$ cat src/rtl/mem_lsu.sv
// mem_lsu: MEM-stage load/store unit, one word-aligned req/gnt/rvalid bus transaction per access.
// Latency: load = accept, REQ, WAIT, DONE (4 cycles min); store = accept, REQ, DONE (3 cycles min).
// Backpressure: stall held while the access is outstanding; a gnt/rvalid-less bus aborts after TIMEOUT cycles.
// Ports: clk/rst_n; pipeline side op_valid, MemWr, MemtoReg, MemOp, addr, wdata -> stall, done, rdata,
//        exc_misalign, exc_bus; bus side mem_req, mem_we, mem_addr, mem_wmask, mem_wdata <- mem_gnt,
//        mem_rvalid, mem_rdata.
module mem_lsu #(
  parameter int ADDR_W  = 32,
  parameter int TIMEOUT = 255
) (
  input  logic              clk,
  input  logic              rst_n,
  input  logic              op_valid,
  input  logic              MemWr,
  input  logic              MemtoReg,
  input  logic [2:0]        MemOp,
  input  logic [ADDR_W-1:0] addr,
  input  logic [31:0]       wdata,
  output logic              stall,
  output logic              done,
  output logic [31:0]       rdata,
  output logic              exc_misalign,
  output logic              exc_bus,
  output logic              mem_req,
  output logic              mem_we,
  output logic [ADDR_W-1:0] mem_addr,
  output logic [3:0]        mem_wmask,
  output logic [31:0]       mem_wdata,
  input  logic              mem_gnt,
  input  logic              mem_rvalid,
  input  logic [31:0]       mem_rdata
);

  localparam int CW = $clog2(TIMEOUT + 1);

  typedef enum logic [2:0] {IDLE, REQ, WAIT, DONE, ERR} state_t;

  state_t        state, state_nxt;
  logic [CW-1:0] cnt;
  logic          acc, bad, timeout, start;
  logic [1:0]    size;
  logic [1:0]    lane_q, size_q;
  logic          uns_q;
  logic [3:0]    wmask_d;
  logic [31:0]   wdata_d, sh_word, ld_ext;

  assign acc  = op_valid & (MemWr | MemtoReg);
  assign size = MemOp[1:0];

  // Illegal encodings (size 11, or zero-extended word) and misaligned half/word accesses
  assign bad = (size == 2'b11) | (MemOp == 3'b100) |
               ((size == 2'b10) & addr[0]) |
               ((size == 2'b00) & (addr[1:0] != 2'b00));

  // Timeout wins over a same-cycle gnt/rvalid: the abort cycle never talks to the bus
  assign timeout = ((state == REQ) || (state == WAIT)) && (cnt == CW'(TIMEOUT));
  assign start   = (state == IDLE) && acc && !bad;

  // State register
  always_ff @(posedge clk or negedge rst_n) begin
    if (!rst_n) state <= IDLE;
    else        state <= state_nxt;
  end

  // Next-state logic; REQ looks only at gnt, so an rvalid coincident with gnt is ignored
  always_comb begin
    state_nxt = state;
    case (state)
      IDLE:    if (acc) state_nxt = bad ? ERR : REQ;
      REQ:     if (timeout) state_nxt = IDLE;
               else if (mem_gnt) state_nxt = mem_we ? DONE : WAIT;
      WAIT:    if (timeout) state_nxt = IDLE;
               else if (mem_rvalid) state_nxt = DONE;
      DONE:    state_nxt = IDLE;
      ERR:     state_nxt = IDLE;
      default: state_nxt = IDLE;
    endcase
  end

  // Output logic
  always_comb begin
    mem_req      = (state == REQ) && !timeout;
    done         = (state == DONE);
    exc_misalign = (state == ERR);
    exc_bus      = timeout;
    stall        = acc & ~((state == DONE) | (state == ERR) | timeout);
  end

  // Store lane enables and replicated data
  always_comb begin
    wmask_d = 4'b1111;
    wdata_d = wdata;
    case (size)
      2'b01: begin
        wmask_d = 4'b0001 << addr[1:0];
        wdata_d = {4{wdata[7:0]}};
      end
      2'b10: begin
        wmask_d = 4'b0011 << addr[1:0];
        wdata_d = {2{wdata[15:0]}};
      end
      default: ;
    endcase
  end

  // Bus fields and access attributes are captured at accept, so a flush cannot disturb them
  always_ff @(posedge clk or negedge rst_n) begin
    if (!rst_n) begin
      mem_we    <= 1'b0;
      mem_addr  <= '0;
      mem_wmask <= 4'b0;
      mem_wdata <= 32'b0;
      lane_q    <= 2'b0;
      size_q    <= 2'b0;
      uns_q     <= 1'b0;
    end else if (start) begin
      mem_we    <= MemWr;
      mem_addr  <= {addr[ADDR_W-1:2], 2'b00};
      mem_wmask <= MemWr ? wmask_d : 4'b0;
      mem_wdata <= MemWr ? wdata_d : 32'b0;
      lane_q    <= addr[1:0];
      size_q    <= size;
      uns_q     <= MemOp[2];
    end
  end

  // Timeout counter: cleared on entering REQ, counts every REQ/WAIT cycle
  always_ff @(posedge clk or negedge rst_n) begin
    if (!rst_n)                              cnt <= '0;
    else if (start)                          cnt <= '0;
    else if ((state == REQ) || (state == WAIT)) cnt <= cnt + 1'b1;
  end

  // Load extraction: shift the addressed lane down, then extend
  assign sh_word = mem_rdata >> {lane_q, 3'b000};

  always_comb begin
    ld_ext = mem_rdata;
    case (size_q)
      2'b01:   ld_ext = uns_q ? {24'b0, sh_word[7:0]}  : {{24{sh_word[7]}},  sh_word[7:0]};
      2'b10:   ld_ext = uns_q ? {16'b0, sh_word[15:0]} : {{16{sh_word[15]}}, sh_word[15:0]};
      default: ld_ext = mem_rdata;
    endcase
  end

  always_ff @(posedge clk or negedge rst_n) begin
    if (!rst_n)                                       rdata <= 32'b0;
    else if ((state == WAIT) && mem_rvalid && !timeout) rdata <= ld_ext;
  end

endmodule
$ cat config.mk
export PLATFORM = sky130hd
export DESIGN_NAME = mem_lsu
export DESIGN_NICKNAME = d
export VERILOG_FILES = /design/src/rtl/mem_lsu.sv
export SDC_FILE = /design/constraint.sdc
export NUM_CORES = 1
export LEC_CHECK = 0
export CORE_UTILIZATION = 38
export DETAILED_ROUTE_END_ITERATION = 10
export GPL_TIMING_DRIVEN = 1
export PLACE_DENSITY_LB_ADDON = 0.2
export SYNTH_ARGS = -nofsm -noshare
export SYNTH_HDL_FRONTEND = slang
export SYNTH_SLANG_ARGS = --single-unit
$ cat constraint.sdc
create_clock -name clk -period 2.95 [get_ports clk]
set_clock_uncertainty 0.05 [all_clocks]
set_input_delay 0.4425 -clock clk [delete_from_list [all_inputs] [get_ports clk]]
set_output_delay 0.4425 -clock clk [all_outputs]
set_load 0.05 [all_outputs]
=== After elaboration in Yosys (flattened, before gate mapping) ===
Cells that the tools add are included.

* Add/subtract/negate cells: 1
* Equal/unequal tests: 14
* Shift operators: 3
* Multiplexer cells: 17
* Bitwise logic cells: 11
* Reductions and logical operators: 14

{| class="wikitable"
|+ Operator list
! cell !! number
|-
| case mux 32 bit (2 select lines) || 2
|-
| two-way mux 32 bit || 3
|-
| >> shifter 32 x 5 -> 16 bit || 1
|-
| two-way mux 3 bit || 6
|-
| two-way mux 8 bit || 2
|-
| case mux 3 bit (3 select lines) || 1
|-
| adder 8 x 1 -> 8 bit, second input constant || 1
|-
| equality test 8 bit, second input constant || 1
|-
| case mux 4 bit (2 select lines) || 1
|-
| equality test 2 bit, second input constant || 3
|-
| equality test 3 x 2 -> 1 bit, second input constant || 2
|-
| equality test 3 bit, second input constant || 2
|-
| logical AND 1 bit || 6
|-
| != test 3 bit, second input constant || 2
|-
| OR 1 bit || 6
|-
| bitwise AND 1 bit || 4
|-
| equality test 2 x 1 -> 1 bit, second input constant || 2
|-
| two-way mux 4 bit || 1
|-
| nonzero test 2 bit || 2
|-
| << shifter 1 x 2 -> 4 bit, first input constant || 1
|-
| << shifter 2 x 2 -> 4 bit, first input constant || 1
|-
| equality test 3 x 1 -> 1 bit, second input constant || 1
|-
| logical NOT 3 bit || 1
|-
| AND reduction 3 bit || 1
|-
| other kinds (6) || 7
|}

* Register bits: 115
* Output and inout bits: 106
* Word-level logic and storage cells: 70

=== Longest topological paths before layout ===
Gate-level depths: netlist of run 1.

* Depth in word-level cells: 7
* Mapped depth: 8
* Gate-level depth less buffers: 6

=== Worst setup path before layout of run 1 ===
No wires, ideal clock.

* Kind: reg2out
* From: reg cnt[0]
* To: out stall
* Arrival: 2.995 ns
* Required time: 2.457 ns
* Slack: -0.537 ns
* Stages on the path, launching flop included: 7
* Cell sequence: dfrtp_1 ha_1 and3b_1 nand4_4 inv_4 clkbuf_1 nor4_1

* Longest elaborated chain between the ends: 5

{| class="wikitable"
|+ RTL lines
! item !! RTL line !! source
|-
| start: declaration || 39 || <nowiki>logic [CW-1:0] cnt;</nowiki>
|-
| start signal: assignment || 131 || <nowiki>else if ((state == REQ) || (state == WAIT)) cnt <= cnt + 1'b1;</nowiki>
|-
| equality test 8 bit || 56 || <nowiki>assign timeout = ((state == REQ) || (state == WAIT)) && (cnt == CW'(TIMEOUT));</nowiki>
|-
| logical AND 1 bit || 56 ||
|-
| named net exc_bus || 23 || <nowiki>output logic exc_bus,</nowiki>
|-
| OR 1 bit || 86 || <nowiki>stall = acc & ~((state == DONE) | (state == ERR) | timeout);</nowiki>
|-
| inverter 1 bit || 86 ||
|-
| bitwise AND 1 bit || 86 ||
|-
| end: declaration || 19 || <nowiki>output logic stall,</nowiki>
|}

The timed path passes the listed nets, and every way through them passes these cells.

=== Worst setup path after layout of run 1 ===
* From: reg state[2]
* To: out stall

* Longest elaborated chain between the ends: 6
* Elaborated cells between the ends (all ways): 10
* Classes of those cells: 4 x eq/ne; 4 x bitwise; 2 x reduce/logical

{| class="wikitable"
|+ RTL lines
! item !! RTL line !! source
|-
| start: declaration || 38 || <nowiki>state_t state, state_nxt;</nowiki>
|-
| start signal: assignment || 62 || <nowiki>else state <= state_nxt;</nowiki>
|-
| equality test 3 x 1 -> 1 bit or equality test 3 x 2 -> 1 bit (tied branches) || 56 ||
|-
| logical OR 1 bit || 56 ||
|-
| logical AND 1 bit || 56 ||
|-
| OR 1 bit (*) || 86 ||
|-
| inverter 1 bit (*) || 86 ||
|-
| bitwise AND 1 bit (*) || 86 ||
|}

Every way passes the cells marked *; elsewhere a longest branch is shown, timed or not.

==> impl_metrics.ini, run 1 <==
[status]
status = complete, no violations

[sta]
grt_setup_unrepaired = false
finalCritPeriodShare_pct = 94.4
setup_tns_ns = 0
tightest_slew_ns = 0.950
finalCriticalPeriod_ns = 2.78
setup_ws_ns = 0.166
hold_viol = 0
finalSetupViolCount = 0
slew_violations = 0
hold_slack_ns = 0.0722
relSlewSlack_pct = 36.4
fmax_mhz = 359

[worst_setup_path]
endpoint_kind = output port
r2r_setup_slack_ns = 0.52
reg2reg_depth = 5
cp_slowest_stage_delay_ns = 0.57
critical_path_arrival_ns = 2.29
r2r-start = state[2]
critical-path-slowest-cell = dfrtp_1
timing.rr.end = rdata[30]
worstPathRequired_ns = 2.46
crit_chain = and3b_2, nand4_4, inv_4, nor4_1, buf_12
worstPathMaxFanout = 23
worstSetupStartpointType = register
crit_type = reg2out

[clock_network]
cts_buffers = 17
post-cts-setup-buffers = 0
path_clk_slew_ns = 0.06
clockBufferDepth = 2
clock_sinks = 115
holdBufCountCts = 0
cts_root_buffer = clkbuf_16
cts.htree.levels = 4
clock_latency_ns = 0.41
cts_tree = done

[pwr]
irDropWorstVdd_mv = 0.563
finalPower_w = 0.0108
power_density_mw_per_mm2 = 1270
p_leak_nw = 3.53

[global_route]
grt_pass1_vias = 5193
antenna_found_initial = 0
grt_pass1_wl_um = 26500
grt_max_degree = 116
grt_overflow = 0
grt_usage_pct = 22.8

[logic_synthesis]
synth_common_cells = dfrtp_1 (115), nand2_1 (72), o21ai_0 (59)
synthXorXnorAreaFrac_pct = 1.52
ys_seq_area_share_pct = 50.8
syn-cell-area_mm2 = 0.00566
async_flop_share_pct = 100
ys_ff_latch = 115
synth_top_family_by_area = compound AO/OA/AOI/OAI gates
synth.most_common_cell = dfrtp_1
synth_flop_cell = dfrtp_1
synth-simple-area-share_pct = 14.0
synth_top_area_share_pct = 50.8
syn_inst = 552
synth_area_leader_cell = dfrtp_1
synth-compound-area-share_pct = 19.1
muxShareOfSynthArea_pct = 8.61
synth.area.top_cells = dfrtp_1 (51%), o21ai_0 (5.2%), nand2_1 (4.8%)
ys_types = 64
synth-edff-count = 0
syn_area_per_cell_um2 = 10.3
yosys_warnings = 0
synthAdderAreaFrac_pct = 1.55

[layout]
final_area_mm2 = 0.00851
diodes = 0
area.growth.synth_to_final_pct = 50.2
final_nets = 866
drive_gt1_share_pct = 10.6

[route]
drt_iter0_drc = 245
drc_errors = 0
antenna_left = 0
drt-wirelength-per-cell_um = 17.5
via_per_inst = 5.40
routed_wl_um = 16600
routed-via-count = 5126
drtPass1Iterations = 5

[floorplanning]
io_pins = 212
core_area_mm2 = 0.0145
die_w_um = 124
start_util_pct = 39.0
die_h_um = 124
placementRows = 44
fp.dieArea_mm2 = 0.0154

[placement]
hpwl_um = 12000
gp_congestion = 0.872
placed_cell_area_mm2 = 0.00793
dp_slack_ns = 0.272
portBuffers = 209

[hold_path]
hp-class = in2async

[run]
maxCapViolations = 0
logic make-up (layout without fill, tap and decap cells):
group | after synthesis | after routing
DFF | 115 | 115
adders and majority gates | 7 | 7
AOI/OAI and AO/OA | 168 | 168
xor gates and xnor gates | 9 | 9
other | 1 | 2
and+or+nand+nor | 161 | 161
muxes | 43 | 43
buffers and inverters | 48 | 261
stage by stage:
stage / util (%) / std cells
after floorplan: - / 553
after global placement: 54.6 / 918
after detailed placement: 54.6 / 918
after CTS: 58.5 / 950
after global routing: 58.5 / 950
final: 58.5 / 950
registers in the layout (all words and copies together), names as in the netlist:
signal,count
mem_wdata,32
rdata,32
mem_addr,30
cnt,8
mem_wmask,4
state,3
lane_q,2
size_q,2
mem_we,1
uns_q,1
worst max-delay path by stage:
stage | depth (start not counted) | start | to | slack [ns]
2_1_floorplan | 6 | cnt[0] | stall | -0.12
3_3_place_gp | 7 | MemOp[0] | mem_addr[13] | 0.34
5_1_grt | 5 | state[2] | stall | 0.02
6_report | 5 | state[2] | stall | 0.17
3_5_place_dp | 7 | MemOp[0] | mem_addr[23] | 0.27
4_1_cts | 5 | state[2] | stall | 0.13
where the power goes:
group          switching [W]  internal [W]
Sequential          0.000522       0.00230
Combinational        0.00386       0.00211
Clock               0.000735       0.00125
routing by layer:
layer  track usage (%)  share of wire [%]  vias to the layer above
met4              9.52                2.5                        0
met1              27.7                 40                     2491
met2              37.7                 49                      222
met3              6.64                8.4                       33
li1                  -                  -                     2380
met5                 0                  0                        -
worst max-delay path, delay by kind of cell, from the launching register on:
family,cells,cell delay [ns]
flip-flops,1,0.57
AND/OR/NAND/NOR,3,0.92
buffers and inverters,2,0.37
cell type report:
| type | instances | area [um^2] |
|---|---|---|
| fillers | 1227 | 6020 |
| repair buffers | 221 | 2220 |
| clock buffers | 18 | 439 |
| multi-input cells | 390 | 2570 |
| clock inverters | 14 | 139 |
| inverters | 8 | 32.5 |
| well taps | 184 | 230 |
| flip-flops and latches | 115 | 2880 |
cell usage in the layout (no fill, tap or decap), types with 14 or more instances in the layout:
master and n:
dfrtp_1 114, nor2_1 37, nor2b_1 17, mux2_2 14, clkbuf_16 17, clkdlybuf4s50_1 205
mux2_1 19, a31oi_1 25, o21ai_0 59, nand2_1 72, a21oi_1 25
timing repair:
action                                  4_1_cts  5_1_grt
endpoints found under the hold margin         0        0
endpoints found under the setup margin        0        1
gates resized for setup                       0        1
No activity file was read; power rests on OpenSTA's default activity.
==> run 2, diff against run 1 <==
Settings changed: SLEW_MARGIN set to 15.
==> results of run 2 <==
No change in the layout: final DEF, timing and power equal those of run 1.
